<file path="config.mk">
export PLATFORM = sky130hd
export DESIGN_NAME = ext_mem_arbiter_flat
export DESIGN_NICKNAME = d
export VERILOG_FILES = /design/src/rtl/ext_mem_arbiter_if.sv /design/src/rtl/ext_mem_arbiter.sv /design/src/flat_wrapper.sv
export SDC_FILE = /design/constraint.sdc
export NUM_CORES = 1
export LEC_CHECK = 0
export BUFFER_PORTS_ARGS = -buffer_cell sky130_fd_sc_hd__clkbuf_2
export CORE_AREA = 2 2 114 116
export CTS_BUF_LIST = sky130_fd_sc_hd__clkbuf_4
export CTS_CLUSTER_SIZE = 8
export DETAILED_ROUTE_END_ITERATION = 16
export DIE_AREA = 0 0 116 118
export PLACE_DENSITY = 0.49
export SETUP_SLACK_MARGIN = 0.2
export SKIP_LAST_GASP = 1
export SYNTH_ARGS = -nofsm -noshare
export SYNTH_HDL_FRONTEND = slang
export SYNTH_SLANG_ARGS = --single-unit
</file>
<file path="constraint.sdc">
create_clock -name clk -period 2.03 [get_ports clk]
set_input_delay 0.1015 -clock clk [delete_from_list [all_inputs] [get_ports clk]]
set_output_delay 0.1015 -clock clk [all_outputs]
set_load 0.005 [all_outputs]
</file>
<file path="src/rtl/ext_mem_arbiter_if.sv">
// Native-bus bundle between the L1 back-end masters and the shared L2 front-end.
// The arbiter uses the master modport; the L1/L2 environment uses the slave modport.
interface ext_mem_arbiter_if #(
  parameter int N_MASTERS = 2,
  parameter int ADDR_W    = 25,
  parameter int DATA_W    = 32
);
  logic [N_MASTERS-1:0]            m_valid;
  logic [N_MASTERS*ADDR_W-1:0]     m_addr;
  logic [N_MASTERS*DATA_W-1:0]     m_wdata;
  logic [N_MASTERS*DATA_W/8-1:0]   m_wstrb;
  logic [N_MASTERS*DATA_W-1:0]     m_rdata;
  logic [N_MASTERS-1:0]            m_ready;
  logic                            s_valid;
  logic [ADDR_W-1:0]               s_addr;
  logic [DATA_W-1:0]               s_wdata;
  logic [DATA_W/8-1:0]             s_wstrb;
  logic [DATA_W-1:0]               s_rdata;
  logic                            s_ready;

  modport master (
    input  m_valid, m_addr, m_wdata, m_wstrb, s_rdata, s_ready,
    output m_rdata, m_ready, s_valid, s_addr, s_wdata, s_wstrb
  );

  modport slave (
    output m_valid, m_addr, m_wdata, m_wstrb, s_rdata, s_ready,
    input  m_rdata, m_ready, s_valid, s_addr, s_wdata, s_wstrb
  );
endinterface

</file>
<file path="src/rtl/ext_mem_arbiter.sv">
// Round-robin arbiter of N L1 back-end buses onto the L2 native front-end,
// plus the sequencer that turns L1 invalidate requests into one L2 force-invalidate.
module ext_mem_arbiter #(
  parameter int N_MASTERS = 2,
  parameter int ADDR_W    = 25,
  parameter int DATA_W    = 32
) (
  input  logic                clk,
  input  logic                rst,
  ext_mem_arbiter_if.master   bus,
  input  logic                inv_req,
  input  logic                wtb_empty,
  output logic                s_force_inv,
  output logic                busy
);

  localparam int GW     = (N_MASTERS > 1) ? $clog2(N_MASTERS) : 1;
  localparam int STRB_W = DATA_W / 8;

  typedef enum logic [1:0] {
    IDLE = 2'd0,
    BUSY = 2'd1,
    INV  = 2'd2
  } state_t;

  state_t        state, state_nxt;
  logic [GW-1:0] g, g_nxt;
  logic [GW-1:0] p, p_nxt;
  logic          inv_pend, inv_pend_nxt;
  logic [GW-1:0] pick, cand, sel;
  logic          any_valid;

  function automatic logic [GW-1:0] wrap_inc(input logic [GW-1:0] i);
    if (int'(i) >= N_MASTERS - 1) return '0;
    return i + 1'b1;
  endfunction

  // First requester at or above the round-robin pointer, wrapping around.
  always_comb begin
    pick      = p;
    any_valid = 1'b0;
    cand      = p;
    for (int k = 0; k < N_MASTERS; k++) begin
      if (!any_valid && bus.m_valid[cand]) begin
        any_valid = 1'b1;
        pick      = cand;
      end
      cand = wrap_inc(cand);
    end
  end

  always_comb begin
    state_nxt    = state;
    g_nxt        = g;
    p_nxt        = p;
    // A request arriving on the issue cycle is kept so it gets its own invalidate.
    inv_pend_nxt = inv_req | (inv_pend & (state != INV));
    case (state)
      IDLE: begin
        if (inv_pend && wtb_empty) begin
          state_nxt = INV;
        end else if (!inv_pend && any_valid) begin
          g_nxt     = pick;
          state_nxt = BUSY;
        end
      end
      BUSY: begin
        if (bus.s_ready) begin
          p_nxt     = wrap_inc(g);
          state_nxt = IDLE;
        end else if (!bus.m_valid[g]) begin
          state_nxt = IDLE;
        end
      end
      INV: begin
        state_nxt = IDLE;
      end
      default: begin
        state_nxt = IDLE;
      end
    endcase
  end

  always_ff @(posedge clk or posedge rst) begin
    if (rst) begin
      state    <= IDLE;
      g        <= '0;
      p        <= '0;
      inv_pend <= 1'b0;
    end else begin
      state    <= state_nxt;
      g        <= g_nxt;
      p        <= p_nxt;
      inv_pend <= inv_pend_nxt;
    end
  end

  // Request fields follow the grant while busy, otherwise the pointer slot.
  assign sel         = (state == BUSY) ? g : p;
  assign bus.s_addr  = bus.m_addr[sel*ADDR_W +: ADDR_W];
  assign bus.s_wdata = bus.m_wdata[sel*DATA_W +: DATA_W];
  assign bus.s_wstrb = bus.m_wstrb[sel*STRB_W +: STRB_W];
  assign bus.m_rdata = {N_MASTERS{bus.s_rdata}};

  always_comb begin
    bus.s_valid = 1'b0;
    bus.m_ready = '0;
    s_force_inv = 1'b0;
    case (state)
      BUSY: begin
        bus.s_valid    = bus.m_valid[g];
        bus.m_ready[g] = bus.s_ready;
      end
      INV: begin
        s_force_inv = 1'b1;
      end
      default: begin
        bus.s_valid = 1'b0;
      end
    endcase
  end

  assign busy = (state != IDLE) | inv_pend;

endmodule

</file>
<file path="src/flat_wrapper.sv">
// flat-port wrapper written by rule: the top's interface ports become plain ports
module ext_mem_arbiter_flat 
#(
  parameter int N_MASTERS = 2,
  parameter int ADDR_W    = 25,
  parameter int DATA_W    = 32
)
  (clk, rst, inv_req, wtb_empty, s_force_inv, busy, bus_m_valid, bus_m_addr, bus_m_wdata, bus_m_wstrb, bus_s_rdata, bus_s_ready, bus_m_rdata, bus_m_ready, bus_s_valid, bus_s_addr, bus_s_wdata, bus_s_wstrb);
  ext_mem_arbiter_if #(.N_MASTERS(N_MASTERS), .ADDR_W(ADDR_W), .DATA_W(DATA_W)) bus_i ();
  input  logic clk;
  input  logic rst;
  input  logic inv_req;
  input  logic wtb_empty;
  output logic s_force_inv;
  output logic busy;
  input wire logic [$bits(bus_i.m_valid)-1:0] bus_m_valid;
  input wire logic [$bits(bus_i.m_addr)-1:0] bus_m_addr;
  input wire logic [$bits(bus_i.m_wdata)-1:0] bus_m_wdata;
  input wire logic [$bits(bus_i.m_wstrb)-1:0] bus_m_wstrb;
  input wire logic [$bits(bus_i.s_rdata)-1:0] bus_s_rdata;
  input wire logic [$bits(bus_i.s_ready)-1:0] bus_s_ready;
  output wire logic [$bits(bus_i.m_rdata)-1:0] bus_m_rdata;
  output wire logic [$bits(bus_i.m_ready)-1:0] bus_m_ready;
  output wire logic [$bits(bus_i.s_valid)-1:0] bus_s_valid;
  output wire logic [$bits(bus_i.s_addr)-1:0] bus_s_addr;
  output wire logic [$bits(bus_i.s_wdata)-1:0] bus_s_wdata;
  output wire logic [$bits(bus_i.s_wstrb)-1:0] bus_s_wstrb;
  assign bus_i.m_valid = bus_m_valid;
  assign bus_i.m_addr = bus_m_addr;
  assign bus_i.m_wdata = bus_m_wdata;
  assign bus_i.m_wstrb = bus_m_wstrb;
  assign bus_i.s_rdata = bus_s_rdata;
  assign bus_i.s_ready = bus_s_ready;
  assign bus_m_rdata = bus_i.m_rdata;
  assign bus_m_ready = bus_i.m_ready;
  assign bus_s_valid = bus_i.s_valid;
  assign bus_s_addr = bus_i.s_addr;
  assign bus_s_wdata = bus_i.s_wdata;
  assign bus_s_wstrb = bus_i.s_wstrb;
  ext_mem_arbiter #(.N_MASTERS(N_MASTERS), .ADDR_W(ADDR_W), .DATA_W(DATA_W)) u_core (.clk(clk), .rst(rst), .bus(bus_i), .inv_req(inv_req), .wtb_empty(wtb_empty), .s_force_inv(s_force_inv), .busy(busy));
endmodule
</file>
After elaboration in Yosys (flattened, before gate mapping)
Index checks and enable logic that the tools add are counted.
{"block": "classes", "add_sub_neg": 2, "mul": 1, "order_cmp": 6, "eq_ne": 5, "shifts": 3, "n_mux": 28, "bitwise_logic": 5, "n_reduce_logical": 11}
{"operator": "$shiftx A64 B7 Y32", "n": 1}
{"operator": "$shiftx A50 B7 Y25", "n": 1}
{"operator": "$mux W1", "n": 21}
{"operator": "$mux W2", "n": 5}
{"operator": "$shiftx A8 B4 Y4", "n": 1}
{"operator": "$lt A1 B2 Y1 const B", "n": 3}
{"operator": "$mul A1 B5 Y6 const B", "n": 1}
{"operator": "$logic_and A1 B1 Y1", "n": 4}
{"operator": "$pmux W2 S2", "n": 1}
{"operator": "$reduce_and A2 Y1", "n": 2}
{"operator": "$ge A1 B1 Y1 const B", "n": 3}
{"operator": "$ne A3 B1 Y1 const B", "n": 1}
{"operator": "$ne A3 B3 Y1 const B", "n": 1}
{"operator": "$reduce_and A3 Y1", "n": 1}
{"operator": "$add A1 B1 Y1 const B", "n": 2}
{"operator": "$and A2 B2 Y2", "n": 1}
{"operator": "$eq A2 B1 Y1 const B", "n": 1}
{"operator": "$eq A2 B2 Y1 const B", "n": 1}
{"operator": "$logic_not A1 Y1", "n": 2}
{"operator": "$logic_not A2 Y1", "n": 1}
{"operator": "$ne A2 B2 Y1 const B", "n": 1}
{"operator": "$or A1 B1 Y1", "n": 2}
{"operator": "$reduce_bool A2 Y1", "n": 1}
{"operator": "$and A1 B1 Y1", "n": 1}
{"operator": "other kinds (2)", "n": 2}
{"block": "word_totals", "ff_bits": 5, "in_bits": 161, "out_inout_bits": 130, "elab_cells": 65}

Longest topological paths before layout
Gate-level depths: netlist (run 1).
{"block": "depth", "depth_word": 11, "ltp_mapped": 4, "depth_no_buf": 3}

Worst setup path after synthesis (run 1)
OpenSTA, ideal clock, no wires.
{"block": "synth_path", "path_kind": "reg-to-output", "start": "register u_core.state[1]", "end": "output bus_s_addr[0]", "arrival_ns": 1.479, "t_required_ns": 1.929, "slack_ns": 0.449, "stages_incl_launch_ff": 5, "path_buffers": 1, "cell_sequence": "dfrtp_1 nor2b_4 mux2i_4 buf_6 mux2_4"}
{"block": "synth_between", "elab_chain_cells": 4}
{"element": "start, declared", "line_no": "ext_mem_arbiter.sv:26", "text": "state_t state, state_nxt;"}
{"element": "start signal, assigned", "line_no": "ext_mem_arbiter.sv:91", "text": "state <= state_nxt;"}
{"element": "$eq A2 B1 Y1", "line_no": "ext_mem_arbiter.sv:99", "text": "assign sel = (state == BUSY) ? g : p;"}
{"element": "$mux W1", "line_no": "ext_mem_arbiter.sv:99"}
{"element": "$mul A1 B5 Y6", "line_no": "ext_mem_arbiter.sv:100", "text": "assign bus.s_addr = bus.m_addr[sel*ADDR_W +: ADDR_W];"}
{"element": "$shiftx A50 B7 Y25", "line_no": "ext_mem_arbiter.sv:100"}
{"element": "end, declared", "line_no": "flat_wrapper.sv:25", "text": "output wire logic [$bits(bus_i.s_addr)-1:0] bus_s_addr;"}
Every way passes these cells.

Final worst setup path (run 1)
{"block": "layout_path", "start": "register u_core.state[1]", "end": "output bus_s_addr[12]"}
Same word-level chain as after synthesis.

==> results.ini, run 1 <==
[drt]
drc = 0
viasPerCell = 3.41
via_count = 1609
final_antenna_net_count = 0
drt-total-wl_um = 6140
firstDrtPassIters = 3
wl_per_cell_um = 13.0
first_iter_violations = 54

[cts]
clk-insertion-delay-late_ns = 0.24
ctsHtreeMaxLevel = 1
cts_made_buffers = 3
cts_max_path_buffers = 2
cts.sinks = 5
path_clk_slew_ns = 0.04
clock-root-buffer = clkbuf_4
tritoncts = built

[sta]
drv_slew = 0
whs_ns = 0.0620
clock_skew_ns = 0.00148
rsz0062_at_grt = yes
finalWorstSetupSlack_ns = 0.0410
worst_pin_slew_ns = 0.355
layout_min_cycle_time_ns = 1.99
fmax_ghz = 0.503
setup_violations = 0
maxSlewHeadroom_pct = 76.1
period_share_pct = 98.0
finalHoldViolations = 0

[global_routing]
grt_pass1_vias = 1704
grt-ovfl-total = 0
grt_usage_pct = 7.71
grt_max_degree = 17
grt_pass1_wl_um = 8290
antenna_found_initial = 0

[synth]
synth_flop_cell = dfrtp_1
synth-seq-cells = 5
ys_seq_area_share_pct = 7.22
synth.most_common_cell = buf_4
netlist.area_leader.share_pct = 52.0
yosysUniqueCellTypes = 19
synthArstFlopShare_pct = 100
syn_nets = 320
synth_enable_flop_cells = 0
avgSynthCellArea_um2 = 10.9
yosysWarnings = 0
synth_common_cells = buf_4 (64), mux2_4 (60), buf_6 (6), dfrtp_1 (5), nor2_1 (4)
syn_area_um2 = 1730
syn_inst = 159
ys_top_cells_by_area = mux2_4 (52%), buf_4 (28%), dfrtp_1 (7.2%)
yosys.area.top_type = mux2_4

[setup_path]
startpoint_type = flip-flop
path_max_fanout = 8
crit_path_end_kind = output port
required_ns = 1.93
arrival_ns = 1.89
crit_type = flip-flop to output port

[floorplan]
die_height_um = 118
rows = 41
initial_core_util_pct = 14.0
pin_count = 291
core_area_um2 = 12400
die_w_um = 116
dieArea_um2 = 13700

[finish]
drive_gt1_share_pct = 91.0
layout.area.seq_um2 = 125
areaGrowthSynthToFinish_pct = 51.1
insertedDiodeCount = 0
fillers = 1373
finalNetCount = 462
final_area_um2 = 2620
multi_input_area_um2 = 1050

[pwr]
ir_drop_mv = 0.297
p_per_area_nw_per_um2 = 1070
leakage_uw = 0.00154

[placed_design]
dp_hpwl_um = 5060
gp_congestion = 0.722
dpl_cell_area_um2 = 2410
portBuffers = 194
post-place-ws_ns = 0.202

[status]
status = finished, final reports clean

[min_path]
hold_class = primary input to flip-flop

[flow_run]
cap_violations = 0

## stage by stage
stage | power (µW) | util [%] | setup TNS (ns) | std cells
floorplan | 1700 | - | 0 | 159
global placement | 2260 | 19.4 | 0 | 457
detailed placement | 2280 | 19.4 | 0 | 457
CTS | 2810 | 21.0 | 0 | 471
global route | 2970 | 21.1 | -0.453 | 472
finish | 2790 | 21.1 | 0 | 472
## final timing paths
kind                                              from                          end  slack, ns  depth (start not counted)
max in group asynchronous                          rst  u_core.state[0]$_DFFE_PP0P_       1.58                          3
min in group asynchronous                          rst  u_core.state[1]$_DFFE_PP0P_       0.28                          3
min                                            inv_req    u_core.inv_pend$_DFF_PP0_       0.06                          2
max                        u_core.state[1]$_DFFE_PP0P_               bus_s_addr[12]       0.04                          7
max reg2reg                u_core.state[1]$_DFFE_PP0P_         u_core.g$_DFFE_PP0P_       0.79                          4
min reg2reg                u_core.state[0]$_DFFE_PP0P_  u_core.state[1]$_DFFE_PP0P_       0.54                          2
## final cells by class
| type | count | share of cell area [%] |
|---|---|---|
| flip-flops and latches | 5 | 4.78 |
| clock buffers | 4 | 1.15 |
| well taps | 172 | 8.22 |
| inverters | 3 | 0.430 |
| repair buffers | 207 | 45.4 |
| multi-input cells | 81 | 40.0 |
## power breakdown
part	internal [µW]	total (µW)	switching [µW]
registers	133	174	41.5
clock network	87.5	126	38.5
logic	1560	2490	938
total	1780	2790	1020
## per-layer routing
metal  global-route usage, %  up-vias  routed length [µm]
li1                        -      765                   -
met2                    15.6      101                3300
met1                    7.57      741                2100
met5                       0        -                   0
met4                    2.46        0                  51
met3                    1.54        2                 676
## registers in the layout, summed over array words and instances, names as in the netlist
| register | flops |
|---|---|
| u_core.g | 1 |
| u_core.state | 2 |
| u_core.inv_pend | 1 |
| u_core.p | 1 |
## repair_timing
item | CTS | global route
cloned | 3 | 0
hold buffers | 1 | 0
setup endpoints to repair | 61 | 61
buffers inserted | 6 | 1
hold endpoints to repair | 5 | 0
gates resized for setup | 3 | 1
## layout by cell type (no fill, tap or decap), drive strengths merged
cell type / instances
a31oi: 1
dfrtp: 5
nor2b: 1
nor2: 4
o21bai: 1
o32ai: 1
nand2: 3
buf: 12
inv: 3
mux2i: 2
clkbuf: 198
or2b: 1
dlygate4sd3: 1
and2b: 1
nor3: 2
and3: 1
mux2: 61
a21oi: 2
## worst max-delay path, cell delays in order, from the launching register on
cell	delay, ns
dfrtp_1	0.40
nor2b_4	0.16
mux2i_4	0.28
buf_12	0.15
buf_12	0.11
buf_16	0.13
mux2_4	0.30
clkbuf_2	0.12
## cells by family (layout without fill, tap and decap cells)
logic type | count (synthesis) | count (layout) | share of synthesized area, %
muxes | 63 | 63 | 54.5
buffers and inverters | 73 | 214 | 32.3
DFF | 5 | 5 | 7.22
AOI/OAI and AO/OA | 5 | 5 | 1.88
and+or+nand+nor | 13 | 13 | 4.12
Note: power is estimated with default switching activity, not from simulation.
==> inputs of run 2 (changes only) <==
==> constraint.sdc (replaced) <==
create_clock -name clk -period 2.03 [get_ports clk]
set_input_delay 0.1015 -clock clk [delete_from_list [all_inputs] [get_ports clk]]
set_output_delay 0.1015 -clock clk [all_outputs]
set_load 0.01 [all_outputs]
==> results.ini, run 2 (synthesis results as in run 1) <==
[setup_path]
r2r_start = u_core.state[1]$_DFFE_PP0P_
path_max_fanout = 8
critPathMaxStageDelay_ns = 0.40
arrival_ns = 1.90
crit_path_frequent_cell = buf_12
startpoint_type = flip-flop
cp_num_buf_inv = 4
r2r_slack_ns = 0.77
required_ns = 1.93
reg2reg_to = u_core.state[0]$_DFFE_PP0P_
cpLargestDelayFamily = multiplexers
crit_path_end_kind = output port
worst_r2r_path_depth = 4
cp_slowest_cell = dfrtp_1
crit_type = flip-flop to output port
crit_chain = nor2b_4 > mux2i_4 > buf_12 > buf_12 > buf_16 > mux2_4 > buf_6

[pwr]
combPwrFrac_pct = 90.1
seqPwrFrac_pct = 5.7
p_per_area_nw_per_um2 = 1130
p_int_uw = 1850
power.total_uw = 3030
ir_drop_mv = 0.343
p_clk_share_pct = 4.2
swShare_pct = 39.1
leakage_uw = 0.00156
switchingPower_uw = 1180

[cts]
tritoncts = built
cts_made_buffers = 3
path_clk_slew_ns = 0.04
ctsHtreeMaxLevel = 1
clock-root-buffer = clkbuf_4
cts_max_path_buffers = 2
clk-insertion-delay-late_ns = 0.24
cts.sinks = 5

[placed_design]
post-place-ws_ns = 0.198
dp_hpwl_um = 4960
gp_congestion = 0.693
portBuffers = 194

[sta]
clock_skew_ns = 0.000331
finalWorstSetupSlack_ns = 0.0307
rsz0062_at_grt = yes
tns_ns = 0
maxSlewHeadroom_pct = 72.7
worst_pin_slew_ns = 0.406
setup_violations = 0
drv_slew = 0
finalHoldViolations = 0
fmax_ghz = 0.500
period_share_pct = 98.5
layout_min_cycle_time_ns = 2.00

[global_routing]
grt_pass1_vias = 1607
grt_max_degree = 17
grt_pass1_wl_um = 7780
antenna_found_initial = 0
grt_usage_pct = 7.23
grt-ovfl-total = 0

[drt]
wl_per_cell_um = 12.9
viasPerCell = 3.39
drc = 0
firstDrtPassIters = 4
via_count = 1598
final_antenna_net_count = 0
first_iter_violations = 36
drt-total-wl_um = 6090

[floorplan]
initial_core_util_pct = 14.0
die_height_um = 118
core_area_um2 = 12400
pin_count = 291
rows = 41
dieArea_um2 = 13700
die_w_um = 116

[finish]
fillers = 1395
final_cell_mix = clkbuf_2 (183), mux2_4 (60), buf_6 (11)
insertedDiodeCount = 0
drive_gt1_share_pct = 91.0
regMostFlops = u_core.state
largest_reg_flops = 2
layout_commonest_cell = clkbuf_2
finalNetCount = 462
areaGrowthSynthToFinish_pct = 54.7

[min_path]
hold_end = u_core.inv_pend$_DFF_PP0_
hold_start = inv_req
hold_depth = 2
hold_class = primary input to flip-flop

[status]
status = finished, final reports clean

[flow_run]
cap_violations = 0

[run 2: changes by cell type in the layout (fill, tap and decap cells not counted)]
cell	previous run	this run
buf_16	4	3
buf_6	0	11
buf_12	3	4
clkbuf_2	194	183
[run 2: per-layer routing]
| layer | wire (µm) | track usage [%] | up-vias |
|---|---|---|---|
| met5 | 0 | 0 | - |
| met1 | 2120 | 6.81 | 731 |
| met3 | 703 | 1.80 | 4 |
| met4 | 64 | 2.08 | 0 |
| li1 | - | - | 763 |
| met2 | 3200 | 14.8 | 100 |
[run 2: layout make-up]
| class | count | area, µm² | area share (%) |
|---|---|---|---|
| repair buffers | 207 | 1250 | 46.6 |
| multi-input cells | 81 | 1050 | 39.1 |
| well taps | 172 | 215 | 8.03 |
| flip-flops and latches | 5 | 125 | 4.67 |
| clock buffers | 4 | 30.0 | 1.12 |
| inverters | 3 | 11.3 | 0.420 |
[run 2: worst max-delay path by stage]
stage	slack, ns	endpoint	cells past startpoint	startpoint
floorplan	0.44	bus_s_addr[0]	4	u_core.state[1]$_DFFE_PP0P_
global placement	0.22	bus_s_addr[20]	5	u_core.state[1]$_DFFE_PP0P_
detailed placement	0.20	bus_s_addr[20]	5	u_core.state[1]$_DFFE_PP0P_
CTS	0.02	bus_s_wstrb[2]	7	u_core.state[1]$_DFFE_PP0P_
global route	-0.04	bus_s_addr[8]	7	u_core.state[1]$_DFFE_PP0P_
finish	0.03	bus_s_addr[12]	7	u_core.state[1]$_DFFE_PP0P_
[run 2: power groups by stage]
stage	Sequential, µW	Combinational [µW]	Clock, µW
after floorplan	172	1730	0
after global placement	179	2240	0
after detailed placement	181	2250	0
after CTS	174	2660	130
after global routing	179	2890	142
final	173	2730	128
[run 2: what timing repair did]
action,CTS,global route
gates cloned,3,0
endpoints found under the hold margin,5,0
hold buffers,1,0
setup endpoints to repair,61,61
buffers inserted,6,1
gates resized for setup,3,22
[run 2: per-stage QoR]
stage / area, µm² / cells / utilization [%] / hold slack, ns
after global placement: 2410 / 457 / 19.4 / -0.0152
final: 2680 / 472 / 21.6 / 0.0628
after floorplan: 1730 / 159 / - / -0.120
after global routing: 2680 / 472 / 21.6 / 0.0512
after detailed placement: 2410 / 457 / 19.4 / -0.00921
after CTS: 2600 / 471 / 21.0 / 0.0630
==> inputs of run 3 (changes only) <==
--- a/config.mk
+++ b/config.mk
@@ -5,6 +5,7 @@
 export SDC_FILE = /design/constraint.sdc
 export NUM_CORES = 1
 export LEC_CHECK = 0
+export ABC_CLOCK_PERIOD_IN_PS = 2029
 export BUFFER_PORTS_ARGS = -buffer_cell sky130_fd_sc_hd__clkbuf_2
 export CORE_AREA = 2 2 114 116
 export CTS_BUF_LIST = sky130_fd_sc_hd__clkbuf_4
==> constraint.sdc (replaced) <==
create_clock -name clk -period 2.03 [get_ports clk]
set_input_delay 0.406 -clock clk [delete_from_list [all_inputs] [get_ports clk]]
set_output_delay 0.406 -clock clk [all_outputs]
set_load 0.01 [all_outputs]
==> results.ini, run 3 (synthesis results as in run 1) <==
[status]
violations = negative setup slack
status = finished, violations left

[finish]
insertedDiodeCount = 0
final_cell_mix = clkbuf_2 (186), mux2_4 (60), buf_6 (8)
areaGrowthSynthToFinish_pct = 54.1
largest_reg_flops = 2
fillers = 1386
layout_commonest_cell = clkbuf_2
drive_gt1_share_pct = 91.7
regMostFlops = u_core.state
finalNetCount = 462
final_area_um2 = 2670

[setup_path]
cpLargestDelayFamily = multiplexers
crit_type = flip-flop to output port
crit_path_end_kind = output port
required_ns = 1.62
cp_slowest_cell = dfrtp_1
crit_chain = nor2b_4 > mux2i_4 > buf_12 > buf_12 > buf_16 > mux2_4 > buf_6
arrival_ns = 1.89
path_max_fanout = 8
critPathMaxStageDelay_ns = 0.40
crit_path_frequent_cell = buf_12
cp_num_buf_inv = 4
startpoint_type = flip-flop

[pwr]
ir_drop_mv = 0.313
combPwrFrac_pct = 89.6
leakage_uw = 0.00155
p_int_uw = 1830
power.total_uw = 3020
p_clk_share_pct = 4.4
swShare_pct = 39.4
switchingPower_uw = 1190
p_per_area_nw_per_um2 = 1130
seqPwrFrac_pct = 6.0

[cts]
cts_max_path_buffers = 2
postCtsHoldBufs = 0
clock-root-buffer = clkbuf_4
tritoncts = built
ctsHtreeMaxLevel = 1
path_clk_slew_ns = 0.05
cts_made_buffers = 3
cts.sinks = 5
clk-insertion-delay-late_ns = 0.25

[drt]
via_count = 1608
drt-total-wl_um = 6230
first_iter_violations = 46
viasPerCell = 3.41
firstDrtPassIters = 4
wl_per_cell_um = 13.2
drc = 0
final_antenna_net_count = 0

[global_routing]
grt_usage_pct = 7.70
grt_max_degree = 17
grt_pass1_wl_um = 8290
antenna_found_initial = 0
grt_pass1_vias = 1633
grt-ovfl-total = 0

[floorplan]
initial_core_util_pct = 14.0
rows = 41
core_area_um2 = 12400
die_w_um = 116
die_height_um = 118
dieArea_um2 = 13700
pin_count = 291

[sta]
clock_skew_ns = 0.0115
drv_slew = 0
maxSlewHeadroom_pct = 82.0
fmax_ghz = 0.435
rsz0062_at_grt = yes
worst_pin_slew_ns = 0.269
setup_violations = 61
tns_ns = -14.08
period_share_pct = 113
finalWorstSetupSlack_ns = -0.271
finalHoldViolations = 0
layout_min_cycle_time_ns = 2.30

[placed_design]
portBuffers = 194
dp_hpwl_um = 5160
dpl_cell_area_um2 = 2430
gp_congestion = 0.691

[flow_run]
cap_violations = 0

[min_path]
hold_class = primary input to asynchronous set/reset pin

-- run 3: cell types whose count changed in the layout (fill, tap and decap cells not counted), sizes merged --
cell	delta
buf	-2
dlygate4sd3	-1
clkbuf	+3
-- run 3: final cells by class --
class	instances	area (µm²)	area share, %
clock buffer	4	30.0	1.12
inverter	3	11.3	0.422
multi-input combinational	81	1060	39.7
sequential	5	125	4.69
tap	172	215	8.06
timing repair buffer	207	1230	46.0
-- run 3: per-layer routing --
metal | GRT usage, % | routed length, µm | vias to the layer above
li1 | - | - | 762
met1 | 7.28 | 2210 | 740
met2 | 16.1 | 3340 | 102
met3 | 1.34 | 639 | 4
met4 | 2.31 | 44 | 0
met5 | 0 | 0 | -
-- run 3: power groups by stage --
stage	Combinational (µW)	Clock, µW	Sequential (µW)
floorplan	1730	0	172
global placement	2260	0	178
detailed placement	2280	0	180
CTS	2670	137	178
global route	2870	144	184
finish	2710	133	183
-- run 3: path summary, 6_finish.rpt --
check                                       startpoint                          end  slack (ns)  cells past startpoint
min                                                rst    u_core.inv_pend$_DFF_PP0_        0.03                      2
max                        u_core.state[1]$_DFFE_PP0P_               bus_s_wdata[2]       -0.27                      7
min reg2reg                u_core.state[0]$_DFFE_PP0P_  u_core.state[1]$_DFFE_PP0P_        0.58                      2
min in group clk                               inv_req    u_core.inv_pend$_DFF_PP0_        0.35                      2
max reg2reg                u_core.state[1]$_DFFE_PP0P_  u_core.state[0]$_DFFE_PP0P_        0.70                      4
max in group asynchronous                          rst  u_core.state[0]$_DFFE_PP0P_        1.80                      2
-- run 3: per-stage QoR --
stage / hold WS (ns) / util (%) / worst slack [ns] / std cells
global placement: 0.295 / 19.6 / -0.0301 / 460
floorplan: 0.185 / - / 0.132 / 159
finish: 0.0305 / 21.5 / -0.271 / 472
detailed placement: 0.300 / 19.6 / -0.0350 / 460
CTS: 0.0301 / 21.0 / -0.283 / 471
global route: 0.0323 / 21.5 / -0.332 / 472
-- run 3: repair_timing --
item / 4_1_cts / 5_1_grt
gates resized for setup: 3 / 18
endpoints found under the setup margin: 61 / 62
setup buffers: 4 / 1
gates cloned: 3 / 0
